--- src/rtl/cpu_pkg.sv ---
// Shared types for the pipeline hazard/sequencing controller.
package cpu_pkg;

  // E-stage ALU operand source select.
  typedef enum logic [1:0] {
    FWD_REG = 2'b00,
    FWD_W   = 2'b01,
    FWD_M   = 2'b10
  } fwd_sel_t;

  // Data-memory wait FSM states.
  typedef enum logic {
    ST_RUN      = 1'b0,
    ST_MEM_WAIT = 1'b1
  } mem_state_t;

endpackage

--- src/rtl/forward_unit.sv ---
// Forwarding select for one E-stage ALU operand; M result wins over W result.
module forward_unit
  import cpu_pkg::*;
#(
  parameter int REG_ADDR_WIDTH = 5
) (
  input  logic [REG_ADDR_WIDTH-1:0] rsE,
  input  logic [REG_ADDR_WIDTH-1:0] rdM,
  input  logic [REG_ADDR_WIDTH-1:0] rdW,
  input  logic                      regWriteM,
  input  logic                      regWriteW,
  output fwd_sel_t                  fwdSel
);

  // Priority compare; x0 is never a forwarding source.
  always_comb begin
    fwdSel = FWD_REG;
    if (regWriteM && (rdM != '0) && (rdM == rsE)) begin
      fwdSel = FWD_M;
    end else if (regWriteW && (rdW != '0) && (rdW == rsE)) begin
      fwdSel = FWD_W;
    end
  end

endmodule

--- src/rtl/pipeline_ctrl.sv ---
// Hazard and sequencing controller for the 5-stage pipeline: forwarding,
// load-use and branch hazards, data-memory wait freeze with timeout, and
// stall/flush performance counters.
//
// state       | meaning
// ------------+-------------------------------------------------------------
// ST_RUN      | normal flow; a pending M access that is not ready freezes
// ST_MEM_WAIT | pipeline frozen until MemReadyM or the wait budget expires
module pipeline_ctrl
  import cpu_pkg::*;
#(
  parameter int DATA_WIDTH     = 32,
  parameter int REG_ADDR_WIDTH = 5,
  parameter int MEM_TIMEOUT    = 16
) (
  input  logic                      clk,
  input  logic                      rst,
  input  logic [REG_ADDR_WIDTH-1:0] Rs1D,
  input  logic [REG_ADDR_WIDTH-1:0] Rs2D,
  input  logic [REG_ADDR_WIDTH-1:0] Rs1E,
  input  logic [REG_ADDR_WIDTH-1:0] Rs2E,
  input  logic [REG_ADDR_WIDTH-1:0] RdE,
  input  logic [REG_ADDR_WIDTH-1:0] RdM,
  input  logic [REG_ADDR_WIDTH-1:0] RdW,
  input  logic                      RegWriteM,
  input  logic                      RegWriteW,
  input  logic                      LoadE,
  input  logic                      PCSrcE,
  input  logic                      MemReqM,
  input  logic                      MemReadyM,
  output logic                      StallF,
  output logic                      StallD,
  output logic                      StallE,
  output logic                      StallM,
  output logic                      FlushD,
  output logic                      FlushE,
  output logic                      FlushW,
  output logic [1:0]                ForwardAE,
  output logic [1:0]                ForwardBE,
  output logic                      MemErr,
  output logic [DATA_WIDTH-1:0]     StallCount,
  output logic [DATA_WIDTH-1:0]     FlushCount
);

  localparam int CNT_W = (MEM_TIMEOUT > 2) ? $clog2(MEM_TIMEOUT) : 1;
  localparam logic [CNT_W-1:0] CNT_LAST = CNT_W'(MEM_TIMEOUT - 1);
  localparam logic [CNT_W-1:0] CNT_ONE  = CNT_W'(1);
  localparam logic [DATA_WIDTH-1:0] CTR_ONE = DATA_WIDTH'(1);

  mem_state_t       state;
  mem_state_t       stateNext;
  logic [CNT_W-1:0] waitCnt;
  logic [CNT_W-1:0] waitCntNext;
  logic             memStall;
  logic             timeout;
  logic             lwStall;
  fwd_sel_t         fwdA;
  fwd_sel_t         fwdB;

  forward_unit #(.REG_ADDR_WIDTH(REG_ADDR_WIDTH)) uFwdA (
    .rsE       (Rs1E),
    .rdM       (RdM),
    .rdW       (RdW),
    .regWriteM (RegWriteM),
    .regWriteW (RegWriteW),
    .fwdSel    (fwdA)
  );

  forward_unit #(.REG_ADDR_WIDTH(REG_ADDR_WIDTH)) uFwdB (
    .rsE       (Rs2E),
    .rdM       (RdM),
    .rdW       (RdW),
    .regWriteM (RegWriteM),
    .regWriteW (RegWriteW),
    .fwdSel    (fwdB)
  );

  assign lwStall = LoadE && (RdE != '0) && ((RdE == Rs1D) || (RdE == Rs2D));

  // Memory-wait next state. waitCnt counts elapsed wait cycles of the current
  // access, including the RUN cycle that first saw the access not ready, so
  // the pipeline is frozen for at most MEM_TIMEOUT-1 cycles and released in
  // the MEM_TIMEOUT-th.
  always_comb begin
    stateNext   = state;
    waitCntNext = waitCnt;
    memStall    = 1'b0;
    timeout     = 1'b0;
    case (state)
      ST_RUN: begin
        waitCntNext = '0;
        if (MemReqM && !MemReadyM) begin
          memStall    = 1'b1;
          stateNext   = ST_MEM_WAIT;
          waitCntNext = CNT_ONE;
        end
      end
      ST_MEM_WAIT: begin
        if (MemReadyM) begin
          stateNext   = ST_RUN;
          waitCntNext = '0;
        end else if (waitCnt == CNT_LAST) begin
          timeout     = 1'b1;
          stateNext   = ST_RUN;
          waitCntNext = '0;
        end else begin
          memStall    = 1'b1;
          waitCntNext = waitCnt + CNT_ONE;
        end
      end
      default: begin
        stateNext   = ST_RUN;
        waitCntNext = '0;
      end
    endcase
  end

  // FSM state and wait counter registers.
  always_ff @(posedge clk or negedge rst) begin
    if (!rst) begin
      state   <= ST_RUN;
      waitCnt <= '0;
    end else begin
      state   <= stateNext;
      waitCnt <= waitCntNext;
    end
  end

  // Prioritised stall/flush/forward outputs; reset holds the pipe flushed.
  always_comb begin
    StallF    = 1'b0;
    StallD    = 1'b0;
    StallE    = 1'b0;
    StallM    = 1'b0;
    FlushD    = 1'b0;
    FlushE    = 1'b0;
    FlushW    = 1'b0;
    ForwardAE = FWD_REG;
    ForwardBE = FWD_REG;
    if (!rst) begin
      FlushD = 1'b1;
      FlushE = 1'b1;
      FlushW = 1'b1;
    end else begin
      ForwardAE = fwdA;
      ForwardBE = fwdB;
      if (memStall) begin
        // E is frozen, so a redirect in E waits until the release cycle.
        StallF = 1'b1;
        StallD = 1'b1;
        StallE = 1'b1;
        StallM = 1'b1;
        FlushW = 1'b1;
      end else begin
        // The timed-out access advances out of M but must not retire.
        FlushW = timeout;
        if (PCSrcE) begin
          FlushD = 1'b1;
          FlushE = 1'b1;
        end else if (lwStall) begin
          StallF = 1'b1;
          StallD = 1'b1;
          FlushE = 1'b1;
        end
      end
    end
  end

  // Sticky memory-timeout error flag.
  always_ff @(posedge clk or negedge rst) begin
    if (!rst) begin
      MemErr <= 1'b0;
    end else if (timeout) begin
      MemErr <= 1'b1;
    end
  end

  // Stall and flush cycle counters, wrapping naturally.
  always_ff @(posedge clk or negedge rst) begin
    if (!rst) begin
      StallCount <= '0;
      FlushCount <= '0;
    end else begin
      if (StallF) begin
        StallCount <= StallCount + CTR_ONE;
      end
      if (FlushD || FlushE) begin
        FlushCount <= FlushCount + CTR_ONE;
      end
    end
  end

endmodule

--- config.mk ---
export PLATFORM = sky130hd
export DESIGN_NAME = pipeline_ctrl
export DESIGN_NICKNAME = d
export VERILOG_FILES = /design/src/rtl/cpu_pkg.sv /design/src/rtl/forward_unit.sv /design/src/rtl/pipeline_ctrl.sv
export SDC_FILE = /design/constraint.sdc
export NUM_CORES = 1
export LEC_CHECK = 0
export ABC_AREA = 1
export CORE_AREA = 4 4 87 149
export CTS_CLUSTER_SIZE = 25
export DETAILED_ROUTE_END_ITERATION = 8
export DIE_AREA = 0 0 91 153
export PLACE_DENSITY = 0.76
export SETUP_SLACK_MARGIN = 0.5
export SYNTH_ARGS = -nofsm -noshare
export SYNTH_HDL_FRONTEND = slang
export SYNTH_HIERARCHICAL = 1
export SYNTH_SLANG_ARGS = --single-unit
--- constraint.sdc ---
create_clock -name clk -period 1.8 [get_ports clk]
set_clock_uncertainty 0.2 [all_clocks]
set_input_delay 0.18 -clock clk [delete_from_list [all_inputs] [get_ports clk]]
set_output_delay 0.18 -clock clk [all_outputs]
set_load 0.02 [all_outputs]
==> results of run 1 <==
==> layout by cell type, fill, tap and decap left out, types with 3 or more instances in the layout <==
master           synthesis  layout
nand2_4                  5       7
dlygate4sd2_1            0       7
buf_2                   10      14
buf_16                   0       3
dfrtp_1                 70      21
buf_12                   0       6
clkinv_2                 0       3
xnor2_1                 10      10
nor3_2                   3       5
inv_1                   75      53
xor2_1                  28      28
inv_2                   13      30
clkbuf_16                0      10
nor3_4                   2       4
nor2_2                  11      14
nor3_1                  15      11
nor2_4                   5      10
dfrtp_2                  0      49
nand3_2                  2      25
clkinvlp_4               0       3
nand3b_1                14      14
buf_4                    5      68
nor2_1                  85      77
nand3_4                  3       6
nand3_1                 93      67
clkdlybuf4s50_1          0      12
o21ai_1                  0       3
o21ai_2                  0       3
nand2_2                  6      29
nand4_1                  9       9
o21ai_0                  9       3
buf_8                    0       9
nand2_1                358     332
buf_6                    3      97
==> cell families after synthesis <==
group	after synthesis	synth area share, %
flip-flops	70	32.4
AO/OA/AOI/OAI	15	1.69
adder cells (fa/ha/maj)	3	0.695
XOR/XNOR	38	6.16
buffers and inverters	109	8.57
AND/OR/NAND/NOR	612	50.5
==> layer usage <==
metal / up-vias / wire length, um
met5: - / 0
met4: 0 / 1150
met3: 87 / 1120
met2: 290 / 10300
met1: 2955 / 6490
li1: 3076 / -
==> metrics by stage <==
step | hold slack (ns) | std cells | total power, W | util [%]
final | -0.0822 | 1198 | 0.00542 | 71.8
after global placement | -0.00346 | 1115 | 0.00323 | 60.7
after CTS | 0.269 | 1174 | 0.00530 | 68.0
after detailed placement | 0.00487 | 1115 | 0.00325 | 60.7
after floorplan | -0.316 | 847 | 0.00268 | -
after global routing | -0.0206 | 1198 | 0.00570 | 71.8
==> final timing paths <==
check                      slack [ns]  depth (start not counted)              to       start
min in group clk                 0.27                          2          MemErr      MemErr
min                             -0.08                          3  FlushCount[14]         rst
max in group asynchronous        0.72                          4  StallCount[25]         rst
max                             -0.17                          9   FlushCount[8]  waitCnt[0]
min reg2reg                      0.27                          2          MemErr      MemErr
max reg2reg                     -0.17                          9   FlushCount[8]  waitCnt[0]
==> registers in the layout (all words and copies together) (netlist names) <==
| name | count |
|---|---|
| FlushCount | 32 |
| waitCnt | 4 |
| MemErr | 1 |
| StallCount | 32 |
| state | 1 |
==> area by class of cell <==
cell class | count | area share, %
timing repair buffer | 221 | 26.7
sequential | 70 | 21.6
tap | 135 | 2.01
inverter | 88 | 4.19
clock inverter | 6 | 0.446
multi-input combinational | 668 | 42.2
clock buffer | 10 | 2.84
==> timing repair <==
action                     CTS  global route
setup buffers               39            21
gates cloned                 3             1
resized for setup          600           100
hold buffers                 1             2
pin swaps                   66            33
setup endpoints to repair  140           160
hold endpoints to repair    70            38
==> where the power goes <==
part | leakage (nW) | total, W | internal, W | switching, W
clock | 0.130 | 0.00169 | 0.000963 | 0.000728
combinational | 3.17 | 0.00184 | 0.000913 | 0.000924
sequential | 0.880 | 0.00189 | 0.00170 | 0.000188
==> worst reg2reg max path, cell delays in order (launching register included) <==
cell and delay (ns):
dfrtp_1 0.39, ha_2 0.18, nand3_2 0.08, nand2_4 0.07, nand2_4 0.10, nand2_8 0.08, o21ai_4 0.10, buf_4 0.39
nand3_1 0.17, nand2_1 0.14
==> results.sh, run 1 <==
export IMPL_synthFlopType="dfrtp_1"
export IMPL_status="finished, violations left"
export IMPL_rsz0062_at_grt="true"
export IMPL_cts_clk_slew_worst_paths_ns=0.06
export IMPL_p_per_area_nw_per_um2=644
export IMPL_via_per_inst=5.35
export IMPL_synth_top_cells_by_count="nand2_1, nand3_1, nor2_1"
export IMPL_final_nets=1104
export IMPL_avgSynthCellArea_sq_um=6.38
export IMPL_num_vias=6408
export IMPL_setup_tns_ns=-4.19
export IMPL_period_needed_ns=1.97
export IMPL_grt_pass1_vias=6311
export IMPL_fin_crit_sh_pct=109
export IMPL_synth_edf_count=0
export IMPL_synth_distinct_cells=30
export IMPL_core_region_area_sq_um=11700
export IMPL_crit_chain="ha_2 > nand3_2 > nand2_4 > nand2_4 > nand2_8 > o21ai_4 > buf_4 > nand3_1 > nand2_1"
export IMPL_grt_busiest_layer="met2"
export IMPL_cts_htree_levels=3
export IMPL_yosys_warnings=6
export IMPL_die_w_um=91
export IMPL_max_freq_mhz=508
export IMPL_avgRoutedWirePerCell_um=15.9
export IMPL_yosysMostFrequentCell="nand2_1"
export IMPL_postRouteWirelength_mm=19.0
export IMPL_synthesis_area_sq_um=5400
export IMPL_netlist_top_cells_area="dfrtp_1, nand2_1, nand3_1"
export IMPL_hold_path_class="in -> async"
export IMPL_ys_seq_area_share_pct=32.4
export IMPL_first_pass_iters=5
export IMPL_port_buffers=118
export IMPL_violations="hold timing, setup timing"
export IMPL_die_area_sq_um=13900
export IMPL_setup_viol=63
export IMPL_placed_area_sq_um=7110
export IMPL_path_common_cell="nand2_4"
export IMPL_tritoncts="yes"
export IMPL_critPathBufInv=1
export IMPL_drv_cap=0
export IMPL_clock_latency_ns=0.34
export IMPL_hold_viol=32
export IMPL_synthArstFlopShare_pct=100
export IMPL_final_cell_area_sq_um=8410
export IMPL_dp_hpwl_mm=12.7
export IMPL_crit_slowest_cell="dfrtp_1"
export IMPL_antenna_found_initial=0
export IMPL_crit_fanout=32
export IMPL_ys_ff_latch=70
export IMPL_multiInputGateArea_sq_um=3550
export IMPL_slew_viol_final=0
export IMPL_setup_slack_ns=-0.168
export IMPL_cts_root_buffer_cell="clkbuf_16"
export IMPL_critPathMaxStageDelay_ns=0.39
export IMPL_worstPathRequired_ns=1.87
export IMPL_grtUsageMet2_pct=49.9
export IMPL_drc=0
export IMPL_slew_headroom_pct=70.5
export IMPL_grt_max_degree=33
export IMPL_cts_made_buffers=9
export IMPL_drt_iter0_drc=288
export IMPL_worstSetupPathType="reg -> reg"
export IMPL_start_util_pct=46.1
export IMPL_synth_nets=893
export IMPL_arrival_ns=2.04
export IMPL_start_kind="flip-flop"
export IMPL_overflow=0
export IMPL_ir_drop_mv=0.648
export IMPL_track_usage_pct=26.1
export IMPL_critPathTopFamily="simple AND/OR/NAND/NOR gates"
export IMPL_syn_inst=847
export IMPL_tightest_slew_ns=0.442
export IMPL_end_kind="flip-flop"
export IMPL_met1_usage_pct=25.9
export IMPL_n_fill_cell=906
export IMPL_drive_gt1_share_pct=38.6
export IMPL_cts_sinks=70
export IMPL_synth_top_area_share_pct=32.4
export IMPL_grt_pass1_wl_mm=29.5
export IMPL_place_congestion=1.00
export IMPL_power_leakage_nw=4.18
export IMPL_pre_cts_slack_ns=-0.595
export IMPL_row_count=52
export IMPL_seq_area_sq_um=1810
export IMPL_area_growth_pct=55.7
export IMPL_route_antenna_remaining_nets=0
export IMPL_whs_ns=-0.0822
export IMPL_grt_use_met3_pct=4.53
export IMPL_dieHeight_um=153
export IMPL_synth_largest_area_cell="dfrtp_1"
export IMPL_diodes=0
export IMPL_clockBufferDepth=2
export IMPL_top_level_ports=119
Note: power is estimated with default switching activity, not from simulation.
==> run 2, diff against run 1 <==
--- a/config.mk
+++ b/config.mk
@@ -12,6 +12,7 @@
 export DIE_AREA = 0 0 91 153
 export PLACE_DENSITY = 0.76
 export SETUP_SLACK_MARGIN = 0.5
+export SLEW_MARGIN = 10
 export SYNTH_ARGS = -nofsm -noshare
 export SYNTH_HDL_FRONTEND = slang
 export SYNTH_HIERARCHICAL = 1
==> results of run 2 <==
Same layout as run 1: the final DEF is identical, and so are final timing and power.
==> run 3, diff against run 2 <==
--- a/config.mk
+++ b/config.mk
@@ -10,6 +10,7 @@
 export CTS_CLUSTER_SIZE = 25
 export DETAILED_ROUTE_END_ITERATION = 8
 export DIE_AREA = 0 0 91 153
+export MAX_ROUTING_LAYER = met4
 export PLACE_DENSITY = 0.76
 export SETUP_SLACK_MARGIN = 0.5
 export SLEW_MARGIN = 10
==> run 3 against run 2 <==
Critical endpoint is now FlushE. Clock power hardly changed. Power barely moved. The run still ends with hold timing, setup timing left. Count of clock-buffer cells in the layout unchanged. Via count shrank 1.4%. Cell count shrank 0.42%.
==> results.sh, run 3 (same netlist as run 1, synthesis figures left out) <==
export IMPL_ir_drop_mv=0.646
export IMPL_avgRoutedWirePerCell_um=15.9
export IMPL_period_needed_ns=1.95
export IMPL_end_kind="primary output"
export IMPL_grt_max_degree=33
export IMPL_setup_tns_ns=-4.80
export IMPL_whs_ns=-0.0785
export IMPL_status="finished, violations left"
export IMPL_track_usage_pct=26.9
export IMPL_route_antenna_remaining_nets=0
export IMPL_cts_htree_levels=3
export IMPL_die_area_sq_um=13900
export IMPL_start_kind="flip-flop"
export IMPL_final_nets=1099
export IMPL_first_pass_iters=5
export IMPL_core_region_area_sq_um=11700
export IMPL_drv_cap=0
export IMPL_worstPathRequired_ns=1.42
export IMPL_overflow=0
export IMPL_p_per_area_nw_per_um2=647
export IMPL_dieHeight_um=153
export IMPL_grt_pass1_wl_mm=29.5
export IMPL_place_congestion=1.02
export IMPL_cts_made_buffers=9
export IMPL_most_common_layout_cells="nand2_1, buf_6, nor2_1, nand3_1, buf_4"
export IMPL_final_util_pct=71.6
export IMPL_tightest_slew_ns=0.447
export IMPL_final_common_cell="nand2_1"
export IMPL_arrival_ns=1.57
export IMPL_slew_viol_final=0
export IMPL_num_vias=6320
export IMPL_grt_pass1_vias=6298
export IMPL_reg_top3="FlushCount: 32 flops, StallCount: 32 flops, waitCnt: 4 flops"
export IMPL_postRouteWirelength_mm=19.0
export IMPL_clockBufferDepth=2
export IMPL_hold_viol=32
export IMPL_violations="hold timing, setup timing"
export IMPL_antenna_found_initial=0
export IMPL_top_level_ports=119
export IMPL_slew_headroom_pct=70.2
export IMPL_dp_hpwl_mm=12.7
export IMPL_clock_latency_ns=0.34
export IMPL_row_count=52
export IMPL_cts_sinks=70
export IMPL_reg2reg_depth=9
export IMPL_cts_clk_slew_worst_paths_ns=0.06
export IMPL_drt_iter0_drc=294
export IMPL_start_util_pct=46.1
export IMPL_worstSetupPathType="reg -> out"
export IMPL_drc=0
export IMPL_hold_path_class="in -> async"
export IMPL_crit_fanout=4
export IMPL_port_buffers=118
export IMPL_area_growth_pct=55.1
export IMPL_diodes=0
export IMPL_tritoncts="yes"
export IMPL_drive_gt1_share_pct=38.2
export IMPL_power_leakage_nw=4.16
export IMPL_power_w=0.00542
export IMPL_cts_root_buffer_cell="clkbuf_16"
export IMPL_via_per_inst=5.30
export IMPL_fin_crit_sh_pct=108
export IMPL_setup_viol=63
export IMPL_setup_slack_ns=-0.148
export IMPL_die_w_um=91
export IMPL_max_freq_mhz=513
export IMPL_rsz0062_at_grt="true"
[run 3: final timing paths]
kind                            startpoint              to  slack, ns
worst max-delay path            waitCnt[0]          FlushE      -0.15
max in group asynchronous              rst  StallCount[23]       0.72
worst min-delay path                   rst  FlushCount[14]      -0.08
worst max register to register  waitCnt[0]  FlushCount[16]      -0.12
worst min register to register      MemErr          MemErr       0.28
min in group clk                    MemErr          MemErr       0.28
[run 3: metrics by stage]
stage / hold slack [ns] / area, sq um / instances / setup slack [ns]
final: -0.0785 / 8380 / 1193 / -0.148
after floorplan: -0.316 / 5660 / 847 / 0.110
after CTS: 0.269 / 7960 / 1174 / -0.135
after global routing: -0.0210 / 8380 / 1193 / -0.232
after global placement: -0.00346 / 7110 / 1115 / -0.572
after detailed placement: 0.00487 / 7110 / 1115 / -0.595
[run 3: worst max-delay path: stages, from the launching register on]
cell and delay (ns):
dfrtp_1 0.39, ha_2 0.19, nand3_2 0.08, nand2_4 0.07, nand2_4 0.10, nand2_8 0.08, o21ai_4 0.10, nand2_4 0.08
buf_6 0.14
[run 3: timing repair]
action | CTS | global route
hold buffers | 1 | 2
resized for setup | 600 | 102
pin swaps | 66 | 31
endpoints found under the setup margin | 140 | 160
cloned | 3 | 1
setup buffers | 39 | 16
endpoints found under the hold margin | 70 | 38
[run 3: power by group]
group | switching, W | internal (W) | leakage (nW)
clock | 0.000746 | 0.000964 | 0.130
sequential | 0.000186 | 0.00170 | 0.880
combinational | 0.000922 | 0.000900 | 3.15
[run 3: cell type report]
cell class	count	area, sq um
multi-input combinational	668	3550
fill	918	3330
timing repair buffer	216	2220
sequential	70	1810
inverter	88	353
clock buffer	10	239
tap	135	169
clock inverter	6	37.5
[run 3: routing by layer]
layer | vias to the layer above | global-route usage, % | routed length, um
met5 | - | - | 0
met4 | 0 | 14.7 | 1190
met3 | 95 | 4.18 | 1040
met2 | 261 | 49.8 | 10300
met1 | 2902 | 26.3 | 6470
li1 | 3062 | - | -
